## src/rtl/program_counter_pkg.sv

```systemverilog
// Shared types for the program counter: op encoding and a wrapped-add helper.
package pc_pkg;

    localparam int MAX_AW = 16;

    typedef enum logic [2:0] {
        NEXT   = 3'd0,
        JUMP   = 3'd1,
        BRANCH = 3'd2,
        CALL   = 3'd3,
        RET    = 3'd4,
        HOLD   = 3'd5
    } pc_op_t;

    // Callers truncate the result to their own width, which gives modulo-2^AW wrap.
    function automatic logic [MAX_AW-1:0] add_wrap(input logic [MAX_AW-1:0] a,
                                                   input logic [MAX_AW-1:0] b);
        return a + b;
    endfunction

endpackage

```

## src/rtl/program_counter_if.sv

```systemverilog
// Control-unit side bundle of the program counter: op strobe in, pc and status out.
interface program_counter_if #(
    parameter int AW = 8,
    parameter int CW = 16
);
    logic          en;
    logic [2:0]    op;
    logic [AW-1:0] target;
    logic [AW-1:0] offset;
    logic          clr_err;
    logic [AW-1:0] pc;
    logic          ras_empty;
    logic          ras_full;
    logic          err_ovf;
    logic          err_unf;
    logic [CW-1:0] retire_cnt;

    modport master (
        output en, op, target, offset, clr_err,
        input  pc, ras_empty, ras_full, err_ovf, err_unf, retire_cnt
    );

    modport slave (
        input  en, op, target, offset, clr_err,
        output pc, ras_empty, ras_full, err_ovf, err_unf, retire_cnt
    );
endinterface

```

## src/rtl/program_counter_ras.sv

```systemverilog
// Return-address stack: LIFO of RAS_DEPTH entries, registered empty/full flags.
module pc_ras #(
    parameter int AW        = 8,
    parameter int RAS_DEPTH = 4
) (
    input  logic          clk,
    input  logic          rst_n,
    input  logic          push,
    input  logic          pop,
    input  logic [AW-1:0] push_data,
    output logic [AW-1:0] top,
    output logic          empty,
    output logic          full
);
    localparam int IW = $clog2(RAS_DEPTH);
    localparam int PW = IW + 1;

    logic [AW-1:0] mem [RAS_DEPTH];
    logic [PW-1:0] ptr_q, ptr_d, ptr_m1;
    logic          empty_q, full_q;

    assign ptr_m1 = ptr_q - PW'(1);
    assign top    = mem[ptr_m1[IW-1:0]];
    assign empty  = empty_q;
    assign full   = full_q;

    always_comb begin
        ptr_d = ptr_q;
        if (push)
            ptr_d = ptr_q + PW'(1);
        else if (pop)
            ptr_d = ptr_m1;
    end

    // Flags are derived from the next pointer so they match ptr_q in every cycle.
    always_ff @(posedge clk or negedge rst_n) begin
        if (!rst_n) begin
            ptr_q   <= '0;
            empty_q <= 1'b1;
            full_q  <= 1'b0;
        end else begin
            ptr_q   <= ptr_d;
            empty_q <= (ptr_d == '0);
            full_q  <= (ptr_d == PW'(RAS_DEPTH));
        end
    end

    always_ff @(posedge clk) begin
        if (push)
            mem[ptr_q[IW-1:0]] <= push_data;
    end
endmodule

```

## src/rtl/program_counter.sv

```systemverilog
// Instruction-address counter with NEXT/JUMP/BRANCH/CALL/RET/HOLD and a return stack.
// Define PC_RETIRE_CNT_EN to build the retired-op counter; otherwise retire_cnt is 0.
module program_counter
    import pc_pkg::*;
#(
    parameter int            AW        = 8,
    parameter int            RAS_DEPTH = 4,
    parameter logic [AW-1:0] RESET_VEC = '0,
    parameter int            CW        = 16
) (
    input  logic              clk,
    input  logic              rst_n,
    program_counter_if.slave  bus
);
    logic [AW-1:0] pc_q, pc_d, pc_inc, pc_br;
    logic          err_ovf_q, err_ovf_d, err_unf_q, err_unf_d;
    logic          ras_push, ras_pop, ras_empty, ras_full;
    logic          ovf_evt, unf_evt;
    logic [AW-1:0] ras_top;

    assign pc_inc = AW'(add_wrap(MAX_AW'(pc_q), MAX_AW'(1)));
    assign pc_br  = AW'(add_wrap(MAX_AW'(pc_q), MAX_AW'(bus.offset)));

    always_comb begin
        pc_d     = pc_q;
        ras_push = 1'b0;
        ras_pop  = 1'b0;
        ovf_evt  = 1'b0;
        unf_evt  = 1'b0;
        if (bus.en) begin
            case (bus.op)
                NEXT:   pc_d = pc_inc;
                JUMP:   pc_d = bus.target;
                BRANCH: pc_d = pc_br;
                CALL: begin
                    pc_d     = bus.target;
                    ras_push = !ras_full;
                    ovf_evt  = ras_full;
                end
                RET: begin
                    if (ras_empty) begin
                        pc_d    = pc_inc;
                        unf_evt = 1'b1;
                    end else begin
                        pc_d    = ras_top;
                        ras_pop = 1'b1;
                    end
                end
                default: pc_d = pc_q;
            endcase
        end
    end

    // A fresh error event outranks a clear issued in the same cycle.
    assign err_ovf_d = ovf_evt ? 1'b1 : (bus.clr_err ? 1'b0 : err_ovf_q);
    assign err_unf_d = unf_evt ? 1'b1 : (bus.clr_err ? 1'b0 : err_unf_q);

    always_ff @(posedge clk or negedge rst_n) begin
        if (!rst_n) begin
            pc_q      <= RESET_VEC;
            err_ovf_q <= 1'b0;
            err_unf_q <= 1'b0;
        end else begin
            pc_q      <= pc_d;
            err_ovf_q <= err_ovf_d;
            err_unf_q <= err_unf_d;
        end
    end

    pc_ras #(
        .AW        (AW),
        .RAS_DEPTH (RAS_DEPTH)
    ) u_ras (
        .clk       (clk),
        .rst_n     (rst_n),
        .push      (ras_push),
        .pop       (ras_pop),
        .push_data (pc_inc),
        .top       (ras_top),
        .empty     (ras_empty),
        .full      (ras_full)
    );

`ifdef PC_RETIRE_CNT_EN
    logic [CW-1:0] retire_q;

    always_ff @(posedge clk or negedge rst_n) begin
        if (!rst_n)
            retire_q <= '0;
        else if (bus.en)
            retire_q <= retire_q + CW'(1);
    end

    assign bus.retire_cnt = retire_q;
`else
    assign bus.retire_cnt = {CW{1'b0}};
`endif

    assign bus.pc        = pc_q;
    assign bus.ras_empty = ras_empty;
    assign bus.ras_full  = ras_full;
    assign bus.err_ovf   = err_ovf_q;
    assign bus.err_unf   = err_unf_q;
endmodule

```

## src/flat_wrapper.sv

```systemverilog
// flat-port wrapper written by rule: the top's interface ports become plain ports
module program_counter_flat import pc_pkg::*;
#(
    parameter int            AW        = 8,
    parameter int            RAS_DEPTH = 4,
    parameter logic [AW-1:0] RESET_VEC = '0,
    parameter int            CW        = 16
)
  (clk, rst_n, bus_en, bus_op, bus_target, bus_offset, bus_clr_err, bus_pc, bus_ras_empty, bus_ras_full, bus_err_ovf, bus_err_unf, bus_retire_cnt);
  program_counter_if #(.AW(AW), .CW(CW)) bus_i ();
  input  logic clk;
  input  logic rst_n;
  input wire logic [$bits(bus_i.en)-1:0] bus_en;
  input wire logic [$bits(bus_i.op)-1:0] bus_op;
  input wire logic [$bits(bus_i.target)-1:0] bus_target;
  input wire logic [$bits(bus_i.offset)-1:0] bus_offset;
  input wire logic [$bits(bus_i.clr_err)-1:0] bus_clr_err;
  output wire logic [$bits(bus_i.pc)-1:0] bus_pc;
  output wire logic [$bits(bus_i.ras_empty)-1:0] bus_ras_empty;
  output wire logic [$bits(bus_i.ras_full)-1:0] bus_ras_full;
  output wire logic [$bits(bus_i.err_ovf)-1:0] bus_err_ovf;
  output wire logic [$bits(bus_i.err_unf)-1:0] bus_err_unf;
  output wire logic [$bits(bus_i.retire_cnt)-1:0] bus_retire_cnt;
  assign bus_i.en = bus_en;
  assign bus_i.op = bus_op;
  assign bus_i.target = bus_target;
  assign bus_i.offset = bus_offset;
  assign bus_i.clr_err = bus_clr_err;
  assign bus_pc = bus_i.pc;
  assign bus_ras_empty = bus_i.ras_empty;
  assign bus_ras_full = bus_i.ras_full;
  assign bus_err_ovf = bus_i.err_ovf;
  assign bus_err_unf = bus_i.err_unf;
  assign bus_retire_cnt = bus_i.retire_cnt;
  program_counter #(.AW(AW), .RAS_DEPTH(RAS_DEPTH), .RESET_VEC(RESET_VEC), .CW(CW)) u_core (.clk(clk), .rst_n(rst_n), .bus(bus_i));
endmodule
```

## config.mk

```make
export PLATFORM = sky130hd
export DESIGN_NAME = program_counter_flat
export DESIGN_NICKNAME = d
export VERILOG_FILES = /design/src/rtl/program_counter_pkg.sv /design/src/rtl/program_counter_if.sv /design/src/rtl/program_counter_ras.sv /design/src/rtl/program_counter.sv /design/src/flat_wrapper.sv
export SDC_FILE = /design/constraint.sdc
export NUM_CORES = 1
export LEC_CHECK = 0
export CORE_MARGIN = 10
export CORE_UTILIZATION = 47
export CTS_CLUSTER_DIAMETER = 100
export DETAILED_ROUTE_END_ITERATION = 8
export HOLD_SLACK_MARGIN = 0.1
export PLACE_DENSITY_LB_ADDON = 0.2
export RECOVER_POWER = 50
export SETUP_SLACK_MARGIN = 0.15
export SLEW_MARGIN = 20
export SYNTH_ARGS = -nofsm -noshare
export SYNTH_HDL_FRONTEND = slang
export SYNTH_SLANG_ARGS = --single-unit
```

## constraint.sdc

```tcl
create_clock -name clk -period 2.1 [get_ports clk]
set_input_delay 0.42 -clock clk [delete_from_list [all_inputs] [get_ports clk]]
set_output_delay 0.42 -clock clk [all_outputs]
set_load 0.005 [all_outputs]
```

==> metrics.md <==
| Metric | Value |
|---|---|
| Status | `complete, no violations` |
| Antenna diodes | `0` |
| Largest net degree at the start of global routing | `17` |
| Syn Std Cell Area | `2710 sq um` |
| Final Hold Viols | `0` |
| Fin crit share | `91.3%` |
| Setup_tns | `0 ps` |
| Clock transition at path regs | `100 ps` |
| Post-layout min period | `1920 ps` |
| Clock Skew | `9.26 ps` |
| Power per cell area | `1050 nW/um^2` |
| Warnings, synthesis | `0` |
| Dpl cells | `353` |
| CP Capture Type | `flop` |
| Synth unique cells | `53` |
| R2R cell count | `6` |
| Worst-skew pair later-pin latency | `300 ps` |
| Simple-gate share of the synthesized area | `12.2%` |
| Post-Synth Adder-Cell Area | `6.29%` |
| DRC viols | `0` |
| I/O Pins | `51` |
| XOR/XNOR Fraction of Synth Area | `3.51%` |
| P_leak | `1.41 nW` |
| CTS root buffer | `clkbuf_8` |
| RSZ-0062 raised after global routing | `true` |
| Clock Sinks | `47` |
| Vias in the first global route | `1966` |
| Hold Crit Class | `primary input to asynchronous set/reset pin` |
| RD Place Congestion | `0.841` |
| Syn avg cell area | `12.5 sq um` |
| Total core area | `5540 sq um` |
| Slew at the pin with the worst max-slew slack | `512 ps` |
| Rows | `27` |
| CP startpoint kind | `primary input` |
| Fmax | `0.522 GHz` |
| Layout cells sized above 1 | `24.1%` |
| Initial antenna violation count | `0` |
| Commonest cells post-synth | `32 x edfxtp_1, 17 x buf_4, 14 x dfrtp_1` |
| Critical-path maximum fanout | `8` |
| Seq/Total Area, Yosys | `49.4%` |
| Crit Path Category | `primary input to flop` |
| Critical Path Sink | `u_core.u_ras.mem[0][1]` |
| Largest family of logic cells by synthesized area | `compound AO/OA/AOI/OAI gates` |
| Worst Path Required | `2120 ps` |
| R2r setup slk | `180 ps` |
| Worst hold slack | `461 ps` |
| Gate Count Post-Synth | `217` |
| Chip Width | `95.9 um` |
| DR vias | `1938` |
| Die Height | `95.9 um` |
| Global-route wire length before repair | `10300 um` |
| Async S/R FF share, synth | `31.9%` |
| Most frequent cell after synthesis | `edfxtp_1` |
| Area leader, netlist | `edfxtp_1` |
| Via density | `5.35` |
| Number of synthesized register bits | `47` |
| Ys flop type | `edfxtp_1` |
| First-pass detailed-route iteration total | `4` |
| Synthesis-to-finish area growth | `28.9%` |
| Worst vdd ir | `0.000565 V` |
| Nets | `325` |
| H-Tree Depth | `2` |
| Crit. Startpoint | `bus_op[2]` |
| Arrival time at the worst endpoint | `1940 ps` |
| Antenna Nets Post-Route | `0` |
| Max-Slew Margin vs Limit | `65.6%` |
| HPWL Detailed | `4860 um` |
| Yosys top cell area share | `35.5%` |
| Global route overflow | `0` |
| Total track usage | `14.3%` |
| MaxCap Viol Count | `0` |
| Final Setup Violations | `0` |
| Final non-filler cell total | `362` |
| Worst r2r dst | `u_core.bus.pc[4]` |
| Initial Util | `48.8%` |
| DIE AREA | `9190 sq um` |
| CTS max path bufs | `2` |
| Wire per inst | `17.1 um` |
| Port buffer count | `34` |
| Most area-consuming cells after synthesis | `edfxtp_1 36%, dfrtp_1 13%, mux4_2 6.7%` |
| Fin. max-slew vios | `0` |
| Final wirelength | `6200 um` |
| R2r startpoint | `u_core.bus.pc[0]` |
| Post-synthesis mux area share | `7.77%` |
| DRT iter0 DRCs | `118` |
| CTS buffer count | `5` |
| # hold bufs at CTS | `0` |
| EDFF count, synth | `32` |
| Synth Area in Compound Gates | `13.2%` |
| TritonCTS clock tree | `done` |
-- logic make-up (layout without fill, tap and decap cells) --
family	count (synthesis)	in the layout
AO/OA/AOI/OAI	49	49
XOR/XNOR	10	10
adder cells (fa/ha/maj)	13	13
buffers and inverters	31	89
flip-flops	47	47
multiplexers	11	11
other	1	16
AND/OR/NAND/NOR	55	55
-- worst max-delay path, stage by stage --
cell,delay [ps]
dlygate4sd3_1,610
nor2b_1,230
and4b_1,300
and2_0,220
buf_12,150
-- state kept, by name, indices dropped and copies added (netlist names) --
signal and count:
u_core.u_ras.full 1, u_core.bus.err_ovf 1, u_core.bus.pc 8, u_core.u_ras.ptr_q 3, u_core.u_ras.mem 32, u_core.u_ras.empty 1, u_core.bus.err_unf 1
-- how the worst min path moves through the flow --
stage / cells after the start / slack, ps / to
CTS: 1 / 400 / u_core.bus.err_unf
detailed placement: 1 / 500 / u_core.u_ras.ptr_q[2]
finish: 1 / 460 / u_core.bus.err_unf
global route: 1 / 470 / u_core.bus.err_unf
global placement: 1 / 490 / u_core.u_ras.ptr_q[2]
floorplan: 0 / 120 / u_core.bus.err_ovf
-- report_power, final --
| group | leakage (nW) | internal, mW | switching [mW] | total [mW] |
|---|---|---|---|---|
| combinational | 0.896 | 0.929 | 0.834 | 1.76 |
| sequential | 0.464 | 1.22 | 0.110 | 1.33 |
| clock | 0.0489 | 0.241 | 0.325 | 0.567 |
| total | 1.41 | 2.39 | 1.27 | 3.66 |
-- layout by cell type (no fill, tap or decap), types with 2 or more instances in the layout --
master and n:
o21ai_0 10, or3_1 2, and4b_1 2, mux2i_1 3, and2_0 2, nand2_1 8
mux4_2 8, clkbuf_1 2, edfxtp_1 32, dlygate4sd3_1 7, dlymetal6s2s_1 2, a21o_1 3
ha_1 11, nor2_1 13, a211oi_1 6, clkdlybuf4s50_1 23, xor2_1 5, and2_1 4
inv_6 2, dlygate4sd2_1 2, nor3b_1 2, nand3_1 3, nand4_1 3, or2_2 4
buf_4 35, nand4b_1 2, nor3_1 2, buf_12 4, a31oi_1 2, a21oi_1 9
inv_1 5, nor2b_1 3, a221oi_1 5, dfrtp_1 13, clkbuf_8 5, xnor2_1 4
conb_1 16
-- layer usage --
layer  vias up  wire [um]  track usage (%)
met5         -          0                0
met4         0         77             3.69
met3         9        397             3.42
met2        52       3020             22.9
met1       939       2710             18.9
li1        938          -                -
-- repair_timing --
action                     in CTS  in global routing
hold endpoints to repair        0                  0
setup endpoints to repair       4                  6
pin swaps                       4                  9
setup buffers                   0                  1
gates resized for setup         6                  4
gates cloned                    0                  0
-- metrics by stage --
| stage | area (sq um) | setup WS (ps) | power (mW) | util [%] |
|---|---|---|---|---|
| after floorplan | 2780 | 160 | 2.39 | - |
| after global placement | 3380 | -256 | 3.05 | 60.9 |
| after detailed placement | 3380 | -342 | 3.08 | 60.9 |
| after CTS | 3480 | 156 | 3.68 | 62.9 |
| after global routing | 3490 | 87.8 | 3.93 | 63.0 |
| final | 3490 | 183 | 3.66 | 63.0 |
-- cell type report --
type                       count  area [sq um]
fill                         442          2050
sequential                    47          1340
multi-input combinational    154          1250
timing repair buffer          75           693
tap                           72          90.1
clock buffer                   5          68.8
inverter                       6          25.0
clock inverter                 3          22.5
No activity file was read; power rests on OpenSTA's default activity.
